**config.mk**
```make
export PLATFORM = sky130hd
export DESIGN_NAME = tx_hs_burst_ctrl
export DESIGN_NICKNAME = d
export VERILOG_FILES = /design/src/rtl/tx_hs_burst_ctrl.sv
export SDC_FILE = /design/constraint.sdc
export NUM_CORES = 1
export LEC_CHECK = 0
export CORE_MARGIN = 5
export CORE_UTILIZATION = 40
export DETAILED_ROUTE_END_ITERATION = 8
export PLACE_DENSITY = 0.58
export SETUP_SLACK_MARGIN = 0.5
export SYNTH_ARGS = -nofsm -noshare
export SYNTH_HDL_FRONTEND = slang
export SYNTH_SLANG_ARGS = --single-unit
```
**constraint.sdc**
```tcl
create_clock -name TxDDRClk -period 3.95 [get_ports TxDDRClk]
set_input_delay 0.79 -clock TxDDRClk [delete_from_list [all_inputs] [get_ports TxDDRClk]]
set_output_delay 0.79 -clock TxDDRClk [all_outputs]
set_load 0.02 [all_outputs]
```
**src/rtl/tx_hs_burst_ctrl.sv**
```systemverilog
// Burst feeder for the DPHY TX high-speed FSM: a show-ahead byte FIFO whose pops
// are paced by DphyTxState so every byte lands on a DATA cycle.
module tx_hs_burst_ctrl #(
   parameter int          DEPTH    = 16,
   parameter int          IDLE_GAP = 4,
   parameter logic [2:0]  ST_STOP  = 3'b000,
   parameter logic [2:0]  ST_DATA  = 3'b010
) (
   input  logic       TxDDRClk,
   input  logic       TxRst,
   input  logic       PktValid,
   input  logic [7:0] PktData,
   input  logic       PktLast,
   output logic       PktReady,
   input  logic [2:0] DphyTxState,
   output logic       HSTX_EN,
   output logic [7:0] TxData,
   output logic       BurstActive,
   output logic       UnderrunErr
);

   // state  | meaning
   // S_IDLE | waiting for a complete packet (or full FIFO) and the STOP gap
   // S_REQ  | HSTX_EN raised, waiting for the HS FSM to reach DATA
   // S_SEND | popping one byte per DATA cycle until last byte or underrun
   // S_END  | HSTX_EN dropped, waiting for the HS FSM to return to STOP
   typedef enum logic [1:0] {S_IDLE, S_REQ, S_SEND, S_END} state_t;

   localparam int AW = $clog2(DEPTH);
   localparam int CW = AW + 1;
   localparam int GW = $clog2(IDLE_GAP + 1);

   logic [8:0]    mem_q [DEPTH];
   logic [AW-1:0] wr_ptr_q, wr_ptr_d;
   logic [AW-1:0] rd_ptr_q, rd_ptr_d;
   logic [CW-1:0] fifo_cnt_q, fifo_cnt_d;
   logic [CW-1:0] pkt_cnt_q, pkt_cnt_d;
   logic [GW-1:0] gap_q, gap_d;
   state_t        state_q, state_d;
   logic          hstx_en_q, hstx_en_d;

   logic full, empty, push, pop, pop_en, head_last, underrun;

   assign full      = (fifo_cnt_q == CW'(DEPTH));
   assign empty     = (fifo_cnt_q == '0);
   assign push      = PktValid && !full;
   assign pop_en    = ((state_q == S_REQ) || (state_q == S_SEND)) && (DphyTxState == ST_DATA);
   assign pop       = pop_en && !empty;
   assign underrun  = pop_en && empty;
   assign head_last = mem_q[rd_ptr_q][8];

   assign PktReady    = !full;
   assign TxData      = empty ? 8'h00 : mem_q[rd_ptr_q][7:0];
   assign HSTX_EN     = hstx_en_q;
   assign BurstActive = (state_q != S_IDLE);
   assign UnderrunErr = underrun;

   always_comb begin
      wr_ptr_d   = push ? wr_ptr_q + AW'(1) : wr_ptr_q;
      rd_ptr_d   = pop  ? rd_ptr_q + AW'(1) : rd_ptr_q;
      fifo_cnt_d = fifo_cnt_q + CW'(push) - CW'(pop);
      pkt_cnt_d  = pkt_cnt_q + CW'(push && PktLast) - CW'(pop && head_last);

      gap_d = gap_q;
      if (DphyTxState != ST_STOP)
         gap_d = '0;
      else if (gap_q != GW'(IDLE_GAP))
         gap_d = gap_q + GW'(1);

      state_d = state_q;
      case (state_q)
         S_IDLE:
            if (((pkt_cnt_q != '0) || full) && (gap_q == GW'(IDLE_GAP)))
               state_d = S_REQ;
         S_REQ, S_SEND:
            // the burst closes on the cycle the last byte (or nothing) is presented
            if (pop_en)
               state_d = (empty || head_last) ? S_END : S_SEND;
         S_END:
            if (DphyTxState == ST_STOP)
               state_d = S_IDLE;
         default:
            state_d = S_IDLE;
      endcase

      hstx_en_d = (state_d == S_REQ) || (state_d == S_SEND);
   end

   always_ff @(posedge TxDDRClk) begin
      if (push)
         mem_q[wr_ptr_q] <= {PktLast, PktData};
   end

   always_ff @(posedge TxDDRClk or posedge TxRst) begin
      if (TxRst) begin
         wr_ptr_q   <= '0;
         rd_ptr_q   <= '0;
         fifo_cnt_q <= '0;
         pkt_cnt_q  <= '0;
         gap_q      <= '0;
         state_q    <= S_IDLE;
         hstx_en_q  <= 1'b0;
      end else begin
         wr_ptr_q   <= wr_ptr_d;
         rd_ptr_q   <= rd_ptr_d;
         fifo_cnt_q <= fifo_cnt_d;
         pkt_cnt_q  <= pkt_cnt_d;
         gap_q      <= gap_d;
         state_q    <= state_d;
         hstx_en_q  <= hstx_en_d;
      end
   end

endmodule

```
==> metrics <==
Die X 142.6 um; Mapped Area about 0.007 mm^2; WHS around 0.55 ns; Worst-path clk slew ~0.060 ns; share of post-route cells with drive strength above 1 25.34%; number of global-route vias before repair 3720; Syn Nets 413; DRC 0; power density over cell area between 600 and 700 mW/mm^2; f_max 0.2941 GHz; syn_area_per_cell 18.81 um^2; max cap viols 0; Hold Startpoint pkt_cnt_q[0]$_DFF_PP0_; clock buffer count from CTS 17; RSZ-0062 raised after global routing yes; die span in y roughly 140 um; H-tree depth 4; DR pass1 iterations 4; CP Class register to output pin; CTS root buffer clkbuf_16; Critical Path RT 3.16 ns; port buffer count 26; Final Max Tran Viols 0; Via Count about 3.6k; final WL ~15000 um; leakage power figure 2.940 nW; DR WL/cell 21.73 um; Setup TNS Final 0 ns; total die area 0.02034 mm^2; Worst Skew 0.007098 ns; Area growth syn-to-layout 19.42%; Finish-stage setup viols 0; worst skew pair latency 0.42 ns; Seq cells post-synth 168; fin nets 472; Mapped Cells 374; TritonCTS clock tree done; fin crit share between 80% and 90%; Rel. slew slack 33.93%; # rows 48; GP Congestion 0.7369; yosys warns 0; Hold Vio Cnt, Final 0; Area contributors post-synth edfxtp_1, mux4_2, dfrtp_1, ha_1, mux4_1; Critical Path Start rd_ptr_q[0]$_DFFE_PP0P_; Tightest Pin Transition between 0.9 and 1 ns; critical path endpoint category output pin; hold crit path type register to register; CP startpoint kind register; All-Layer GR Usage 15.15%; final worst path period need about 3.4 ns; Async SR Flop Fraction 14.29%; global-route wire length before repair around 22000 um; Synth cell types 37; Initial Utilization just over 40%; CTS Hold Bufs 0; r2r startpoint rd_ptr_q[0]$_DFFE_PP0P_; Antenna Cells 0; core area 0.01730 mm^2; Peak supply drop 0.3775 mV; Starting DRT DRC Count about 250; initial antenna violation count 0; cell accounting for the most synthesized area edfxtp_1; I/O pins 27; Clock Tree Buf Depth 2; Main synth FF type edfxtp_1; Vias/cell about 5.3; Post-synth EDFFs 144; CP arrival around 2.6 ns; Post-DRT Antenna Nets 0; share of the synthesized area in the top cell type 61.46%; largest net degree at the start of global routing 40; status finished, final reports clean; register area share after synthesis 70.00%; total clock sinks about 170; critical-path maximum fanout 8; Detail Placement HPWL about 9000 um; GRT overflow 0
## power by group
group / internal (mW) / switching, mW
Clock: 1.08 / 0.715
Combinational: 0.686 / 0.715
Sequential: 2.18 / 0.136
Total: 3.94 / 1.57
## state kept, by name (all words and copies together) (netlist names)
signal and cells:
HSTX_EN 1, fifo_cnt_q 5, gap_q 3, mem_q 144
pkt_cnt_q 5, rd_ptr_q 4, state_q 2, wr_ptr_q 4
## worst paths after layout
path | to | slack, ns | depth (start not counted)
max | TxData[6] | 0.55 | 6
min | pkt_cnt_q[0]$_DFF_PP0_ | 0.55 | 1
max reg2reg | pkt_cnt_q[4]$_DFF_PP0_ | 0.73 | 14
min reg2reg | pkt_cnt_q[0]$_DFF_PP0_ | 0.55 | 1
max in group asynchronous | rd_ptr_q[0]$_DFFE_PP0P_ | 2.33 | 2
min in group asynchronous | fifo_cnt_q[4]$_DFF_PP0_ | 0.90 | 2
## cell type report
class / instances / area, um^2
multi-input combinational: 166 / 1959
timing repair buffer: 53 / 491.7
fill: 1446 / 8895
clock buffer: 18 / 429.2
tap: 225 / 281.5
inverter: 27 / 101.3
sequential: 168 / 4928
clock inverter: 14 / 210.2
## critical path, stage by stage (launching register included)
cell,delay (ns)
dfrtp_4,0.44
buf_4,0.13
buf_6,0.15
mux4_2,0.50
mux4_2,0.49
nor2b_1,0.16
dlygate4sd2_1,0.32
## cell families after synthesis
group,after synthesis,synth area share (%)
and+or+nand+nor,65,5.033
buffers and inverters,40,2.650
DFF,168,70.00
AOI/OAI and AO/OA,17,1.494
muxes,44,14.35
xor gates and xnor gates,16,1.992
adders and majority gates,24,4.482
## timing repair
action	in CTS	in global routing
resized for setup	13	15
setup endpoints to repair	8	8
gates cloned	0	0
buffers inserted	4	3
## metal layers
layer	up-vias	global-route usage, %	routed length (um)
li1	1572	-	-
met4	0	5.253	258
met1	1889	19.65	6410
met5	-	0	0
met3	19	3.382	593
met2	71	25.35	7321
## metrics by stage
stage	cells	util, %	power (mW)	worst slack (ns)	instance area (um^2)
after floorplan	374	-	3.270	1.233	7036
after global placement	632	44.48	3.679	0.4694	7694
after detailed placement	632	44.48	3.723	0.3447	7694
after CTS	668	48.38	5.540	0.3745	8368
after global routing	671	48.57	5.774	0.4583	8402
final	671	48.57	5.508	0.5496	8402
## synth_stat cells, drive strengths merged (2+ instances only)
master	n
nor3	5
o21ai	5
buf	8
nor2	14
clkbuf	5
edfxtp	144
nor3b	2
fa	2
dfrtp	24
and2	5
xnor2	11
nand2	13
nor4	4
nand3	5
a21oi	5
nand3b	2
nor2b	10
inv	27
a21o	3
xor2	5
ha	22
mux4	44
## cell usage in the layout, fill, tap and decap left out, drive strengths merged, types with 3 or more instances in the layout
| cell | netlist | routed |
|---|---|---|
| a21o | 3 | 3 |
| mux4 | 44 | 44 |
| o21ai | 5 | 5 |
| ha | 22 | 22 |
| clkbuf | 5 | 22 |
| dfrtp | 24 | 24 |
| nor3 | 5 | 5 |
| nor2b | 10 | 10 |
| and2 | 5 | 5 |
| a21oi | 5 | 5 |
| bufinv | 0 | 4 |
| xor2 | 5 | 5 |
| nand3 | 5 | 5 |
| xnor2 | 11 | 11 |
| nand2 | 13 | 13 |
| edfxtp | 144 | 144 |
| inv | 27 | 34 |
| nor2 | 14 | 14 |
| nor4 | 4 | 4 |
| buf | 8 | 28 |
| clkdlybuf4s50 | 0 | 18 |
No activity file was read; power rests on OpenSTA's default activity.
